==> config.mk <==
export PLATFORM = sky130hd
export DESIGN_NAME = multi_addsub_seq_flat
export DESIGN_NICKNAME = d
export VERILOG_FILES = /design/src/rtl/multi_addsub_seq_pkg.sv /design/src/rtl/multi_addsub_seq_if.sv /design/src/rtl/multi_addsub_seq_unit.sv /design/src/rtl/multi_addsub_seq.sv /design/src/flat_wrapper.sv
export SDC_FILE = /design/constraint.sdc
export NUM_CORES = 1
export LEC_CHECK = 0
export BUFFER_PORTS_ARGS = -buffer_cell sky130_fd_sc_hd__buf_2
export CAP_MARGIN = 20
export CORE_MARGIN = 3
export CORE_UTILIZATION = 50
export DETAILED_ROUTE_END_ITERATION = 16
export HOLD_SLACK_MARGIN = 0.1
export PLACE_DENSITY_LB_ADDON = 0.2
export SLEW_MARGIN = 5
export SYNTH_ARGS = -nofsm -noshare
export SYNTH_HDL_FRONTEND = slang
export SYNTH_SLANG_ARGS = --single-unit
export TNS_END_PERCENT = 100
==> constraint.sdc <==
create_clock -name clock -period 9.65 [get_ports clock]
set_clock_uncertainty 0.15 [all_clocks]
set_input_delay 0.965 -clock clock [delete_from_list [all_inputs] [get_ports clock]]
set_output_delay 0.965 -clock clock [all_outputs]
set_load 0.02 [all_outputs]
==> src/rtl/multi_addsub_seq_pkg.sv <==
// Shared types and helpers for the multi-operand add/sub block:
// FSM state encoding, mode constants and signed-extreme helpers.
package addsub_pkg;

  typedef enum logic [1:0] {
    IDLE  = 2'd0,
    ACCUM = 2'd1,
    DONE  = 2'd2
  } state_t;

  localparam logic MODE_ADD = 1'b0;
  localparam logic MODE_SUB = 1'b1;

  // Widest operand the helpers can describe; callers truncate to WIDTH.
  localparam int MAX_W = 64;

  // Largest positive two's-complement value of a w-bit word (0111..1).
  function automatic logic [MAX_W-1:0] smax(input int w);
    logic [MAX_W-1:0] one;
    one = {{(MAX_W-1){1'b0}}, 1'b1};
    return (one << (w - 1)) - one;
  endfunction

  // Most negative two's-complement value of a w-bit word (1000..0).
  function automatic logic [MAX_W-1:0] smin(input int w);
    logic [MAX_W-1:0] one;
    one = {{(MAX_W-1){1'b0}}, 1'b1};
    return one << (w - 1);
  endfunction

endpackage

==> src/rtl/multi_addsub_seq_if.sv <==
// Request/response bundle of the multi-operand add/sub block.
// master drives start/mode/ops, slave returns res/ovf/busy/done.
interface multi_addsub_seq_if #(
  parameter int WIDTH = 8,
  parameter int N_OPS = 4
);

  logic                     start;
  logic                     mode;
  logic [N_OPS*WIDTH-1:0]   ops;
  logic [WIDTH-1:0]         res;
  logic                     ovf;
  logic                     busy;
  logic                     done;

  modport master (
    output start, mode, ops,
    input  res, ovf, busy, done
  );

  modport slave (
    input  start, mode, ops,
    output res, ovf, busy, done
  );

endinterface

==> src/rtl/multi_addsub_seq_unit.sv <==
// Combinational WIDTH-bit add/subtract step with signed overflow detect.
// Optional macro SATURATE_EN: clamp the result to the signed extreme in
// the overflow direction instead of wrapping.
module addsub_unit
  import addsub_pkg::*;
#(
  parameter int WIDTH = 8
) (
  input  logic [WIDTH-1:0] a,
  input  logic [WIDTH-1:0] b,
  input  logic             sub,
  output logic [WIDTH-1:0] sum,
  output logic             ovf
);

  logic [WIDTH-1:0] raw;
  logic             b_sign;

`ifdef SATURATE_EN
  localparam logic [WIDTH-1:0] SAT_MAX = WIDTH'(smax(WIDTH));
  localparam logic [WIDTH-1:0] SAT_MIN = WIDTH'(smin(WIDTH));
`endif

  // One modulo step; a subtraction overflows exactly like adding an operand
  // of the opposite sign, so the sign of b is flipped before the sign test.
  always_comb begin
    raw    = (sub == MODE_SUB) ? (a - b) : (a + b);
    b_sign = b[WIDTH-1] ^ sub;
    ovf    = (a[WIDTH-1] == b_sign) && (raw[WIDTH-1] != a[WIDTH-1]);
`ifdef SATURATE_EN
    // Overflow direction follows the sign both effective operands share.
    if (ovf) begin
      sum = a[WIDTH-1] ? SAT_MIN : SAT_MAX;
    end else begin
      sum = raw;
    end
`else
    sum = raw;
`endif
  end

endmodule

==> src/rtl/multi_addsub_seq.sv <==
// Sequential N_OPS x WIDTH-bit add/sub chain behind a start/done handshake.
// One shared add/sub step per clock; signed overflow is sticky across steps.
// Optional macro SATURATE_EN (in addsub_unit): saturating accumulation.
module multi_addsub_seq
  import addsub_pkg::*;
#(
  parameter int WIDTH = 8,
  parameter int N_OPS = 4,
  parameter int IDXW  = $clog2(N_OPS)
) (
  input  logic              clock,
  input  logic              reset,
  multi_addsub_seq_if.slave bus
);

  localparam logic [IDXW-1:0] IDX_FIRST = IDXW'(1);
  localparam logic [IDXW-1:0] IDX_LAST  = IDXW'(N_OPS - 1);

  state_t           state_reg;
  logic             start_q_reg;
  logic             mode_r_reg;
  logic [WIDTH-1:0] acc_reg;
  logic [IDXW-1:0]  idx_reg;
  logic             ovf_acc_reg;
  logic [WIDTH-1:0] res_reg;
  logic             ovf_reg;
  logic             busy_reg;
  logic             done_reg;
  logic [WIDTH-1:0] op_r_reg [N_OPS];

  logic             accept;
  logic [WIDTH-1:0] step_sum;
  logic             step_ovf;

  // A request is a fresh rising edge of start seen while idle.
  assign accept = bus.start && !start_q_reg && (state_reg == IDLE);

  // Snapshot all operands on accept so later input changes cannot leak in.
  always_ff @(posedge clock or negedge reset) begin
    if (!reset) begin
      for (int i = 0; i < N_OPS; i++) begin
        op_r_reg[i] <= '0;
      end
    end else if (accept) begin
      for (int i = 0; i < N_OPS; i++) begin
        op_r_reg[i] <= bus.ops[i*WIDTH +: WIDTH];
      end
    end
  end

  addsub_unit #(
    .WIDTH (WIDTH)
  ) u_unit (
    .a   (acc_reg),
    .b   (op_r_reg[idx_reg]),
    .sub (mode_r_reg),
    .sum (step_sum),
    .ovf (step_ovf)
  );

  // Control FSM: accept, one accumulation step per clock, one-cycle done.
  always_ff @(posedge clock or negedge reset) begin
    if (!reset) begin
      state_reg   <= IDLE;
      // Reset as if start were already high, so a start level held through
      // reset is not mistaken for a fresh edge; it has to drop first.
      start_q_reg <= 1'b1;
      mode_r_reg  <= MODE_ADD;
      acc_reg     <= '0;
      idx_reg     <= '0;
      ovf_acc_reg <= 1'b0;
      res_reg     <= '0;
      ovf_reg     <= 1'b0;
      busy_reg    <= 1'b0;
      done_reg    <= 1'b0;
    end else begin
      start_q_reg <= bus.start;
      case (state_reg)
        IDLE: begin
          if (accept) begin
            mode_r_reg  <= bus.mode;
            acc_reg     <= bus.ops[WIDTH-1:0];
            idx_reg     <= IDX_FIRST;
            ovf_acc_reg <= 1'b0;
            busy_reg    <= 1'b1;
            state_reg   <= ACCUM;
          end
        end
        ACCUM: begin
          acc_reg     <= step_sum;
          ovf_acc_reg <= ovf_acc_reg | step_ovf;
          idx_reg     <= idx_reg + IDXW'(1);
          if (idx_reg == IDX_LAST) begin
            res_reg   <= step_sum;
            ovf_reg   <= ovf_acc_reg | step_ovf;
            done_reg  <= 1'b1;
            busy_reg  <= 1'b0;
            state_reg <= DONE;
          end
        end
        DONE: begin
          // Start edges arriving here are dropped, not queued.
          done_reg  <= 1'b0;
          state_reg <= IDLE;
        end
        default: begin
          state_reg <= IDLE;
        end
      endcase
    end
  end

  assign bus.res  = res_reg;
  assign bus.ovf  = ovf_reg;
  assign bus.busy = busy_reg;
  assign bus.done = done_reg;

endmodule
==> src/flat_wrapper.sv <==
// flat-port wrapper written by rule: the top's interface ports become plain ports
module multi_addsub_seq_flat import addsub_pkg::*;
#(
  parameter int WIDTH = 8,
  parameter int N_OPS = 4,
  parameter int IDXW  = $clog2(N_OPS)
)
  (clock, reset, bus_start, bus_mode, bus_ops, bus_res, bus_ovf, bus_busy, bus_done);
  multi_addsub_seq_if #(.WIDTH(WIDTH), .N_OPS(N_OPS)) bus_i ();
  input  logic clock;
  input  logic reset;
  input wire logic [$bits(bus_i.start)-1:0] bus_start;
  input wire logic [$bits(bus_i.mode)-1:0] bus_mode;
  input wire logic [$bits(bus_i.ops)-1:0] bus_ops;
  output wire logic [$bits(bus_i.res)-1:0] bus_res;
  output wire logic [$bits(bus_i.ovf)-1:0] bus_ovf;
  output wire logic [$bits(bus_i.busy)-1:0] bus_busy;
  output wire logic [$bits(bus_i.done)-1:0] bus_done;
  assign bus_i.start = bus_start;
  assign bus_i.mode = bus_mode;
  assign bus_i.ops = bus_ops;
  assign bus_res = bus_i.res;
  assign bus_ovf = bus_i.ovf;
  assign bus_busy = bus_i.busy;
  assign bus_done = bus_i.done;
  multi_addsub_seq #(.WIDTH(WIDTH), .N_OPS(N_OPS), .IDXW(IDXW)) u_core (.clock(clock), .reset(reset), .bus(bus_i));
endmodule
==> summary.md <==
| Metric | Value |
|---|---|
| M2 GR Usage | 0.293 |
| DR pass1 iterations | 4 |
| Setup crit end kind | register |
| CTS buffer count | 9 |
| Worst Tran Pin Value | 0.707 ns |
| Post-CTS Setup Bufs | 0 |
| Max reg flops | 32 |
| Vias | about 2100 |
| Placer congestion estimate | ~0.8 |
| MaxCap Viol Count | 0 |
| Post-DP HPWL | roughly 4200 um |
| Final TNS setup | 0 ns |
| I/O Buffers | 46 |
| Initial DRC count | 114 |
| Min cycle time layout | 3.76 ns |
| Number of nets with antenna violations after routing | 0 |
| Cell Rows | 26 |
| CTS clock-pin slew for the worst setup and hold paths | 0.06 ns |
| Core ar. | between 5000 and 6000 um^2 |
| Synth top cells by count | nand2_1, dfrtp_1, o21ai_1 |
| Overall Global Routing Usage | 0.200 |
| Yosys reg bits | 58 |
| RSZ-0062 raised after global routing | no |
| RR Startpoint | u_core.idx_reg[0] |
| Yosys top cell by area | dfrtp_1 |
| Final period utilization | 0.389 |
| F_max | 0.266 GHz |
| Top-level I/O count | 47 |
| Yosys top cell area share | 0.498 |
| First-pass GRT wire length | 9880 um |
| Seq/Total Area, Yosys | 0.507 |
| Ant. Diodes | 0 |
| CTS max path bufs | 2 |
| Wirelength per Cell | 13.8 um |
| Met3 Usage GRT | 0.0439 |
| Vias in the first global route | 2009 |
| P&R area growth vs syn | 16.5% |
| H-tree depth | 3 |
| Rel. slew slack | 0.529 |
| Most used DFF post-synth | dfrtp_1 |
| Mapped Cells | 297 |
| Critical path type | reg -> reg |
| Final setup fails | 0 |
| Final Max Tran Viols | 0 |
| Initial Utilization | 0.537 |
| Nets | 391 |
| Number of sinks on the clock net | 58 |
| Total congestion overflow | 0 |
| Reg2Reg Setup Slack | 5.89 ns |
| Post-Syn Nets | 343 |
| Hold Crit Class | reg -> reg |
| Via density | approximately 5.1 |
| Global route hottest layer | met2 |
| Post-synth EDFFs | 0 |
| Post-route DRC | 0 |
| Setup crit end | u_core.ovf_acc_reg |
| Largest net degree at the start of global routing | 59 |
| Ys Warns | 0 |
| Asr flop ratio synth | 1.00 |
| Critical Path AT | 3.80 ns |
| Mean post-synth cell area | 9.65 um^2 |
| Crit-path max FO | 11 |
| Worst-case reg-to-reg path depth | 12 |
| Die area | 6680 um^2 |
| CTS-repair resized insts | 0 |
| Layout cells sized above 1 | 0.223 |
| CTS hold repair buffers | 0 |
| Post-Syn Area | 2870 um^2 |
| WP data required | 9.69 ns |
| Reg2reg end | u_core.ovf_acc_reg |
| Yosys cell types | 43 |
| GR Util met1 | 0.286 |
| Die outline height | between 80 and 90 um |
| CTS root buffer | clkbuf_8 |
| Final Hold Fails | 0 |
| CTS tree | done |
| Top cells by area, synth | dfrtp_1, nand2_1, mux4_2 |
| Die Wd | 81.7 um |
| Clock Latency Late Sink | between 0.3 and 0.4 ns |
| Status | finished, final reports clean |
| Initial antenna violation count | 0 |
| Routed WL | 5800 um |
| Top-count cell post-synth | nand2_1 |
| Crit. Startpoint | u_core.idx_reg[0] |
| Critical Path Start Type | register |
[cell families (layout without fill, tap and decap cells)]
kind of cell             after synthesis  in the layout  share of synthesized area
buffers and inverters                 22             75                     0.0332
XOR/XNOR                              13             13                     0.0397
flip-flops                            58             58                      0.507
multiplexers                          10             10                     0.0729
AND/OR/NAND/NOR                      149            149                      0.221
adder cells (fa/ha/maj)               10             10                     0.0463
AO/OA/AOI/OAI                         35             35                     0.0803
[critical path, stage by stage, from the launching register on]
cell and delay [ns]:
dfrtp_1 0.67, mux4_2 0.62, inv_1 0.09, ha_1 0.23, mux2i_1 0.25, ha_1 0.28, nor2b_1 0.14, o211ai_1 0.25
a32o_1 0.30, xnor2_1 0.10, and3_1 0.17, o31ai_2 0.27, o21ai_1 0.09
[how the worst min path moves through the flow]
stage	start	end	slack, ns	cells past startpoint
floorplan	u_core.op_r_reg[20]	u_core.op_r_reg[20]	0.29	2
global placement	u_core.bus.busy	u_core.bus.busy	0.30	2
detailed placement	u_core.op_r_reg[20]	u_core.op_r_reg[20]	0.30	2
CTS	u_core.op_r_reg[20]	u_core.op_r_reg[20]	0.32	2
global route	u_core.op_r_reg[4]	u_core.op_r_reg[4]	0.34	2
finish	u_core.op_r_reg[20]	u_core.op_r_reg[20]	0.32	2
[metrics by stage]
stage | hold slack [ns] | instance area (um^2) | setup WS (ns) | utilization | std cells
floorplan | 0.287 | 2870 | 6.36 | - | 297
global placement | 0.304 | 3160 | 6.01 | 0.592 | 404
detailed placement | 0.305 | 3160 | 5.90 | 0.592 | 404
CTS | 0.320 | 3340 | 5.86 | 0.626 | 420
global route | 0.345 | 3340 | 5.57 | 0.626 | 420
finish | 0.317 | 3340 | 5.89 | 0.626 | 420
[routing by layer]
layer  part of all wire  vias to the layer above
li1                   -                     1085
met2               0.45                       47
met4              0.014                        0
met5                  0                        -
met1               0.48                     1002
met3              0.054                        7
[cells in the final DEF, fill, tap and decap left out, types with 2 or more instances in the layout]
cell and instances:
xor2_1 4, nand3b_1 2, ha_1 9, buf_2 46, a21oi_1 4, xnor2_1 9
clkbuf_1 2, clkbuf_8 12, o211ai_1 8, nor2b_1 3, dfrtp_1 57, nand2_1 124
o21ai_0 4, buf_4 3, mux4_1 2, nor2_1 5, nand3_1 4, a31oi_1 2
inv_1 9, clkinv_2 2, nor3_1 2, o21ai_1 10, mux4_2 6
[area by class of cell]
class,count,area (um^2)
Fill cell,470,1990
Timing Repair Buffer,49,253
Clock buffer,14,173
Multi-Input combinational cell,217,1330
Sequential cell,58,1450
Inverter,10,37.5
Tap cell,70,87.6
Clock inverter,2,10.0
Power is left out: the tool's default activity adds up to more than one toggle a clock period on the data nets, which glitch-free logic cannot reach.
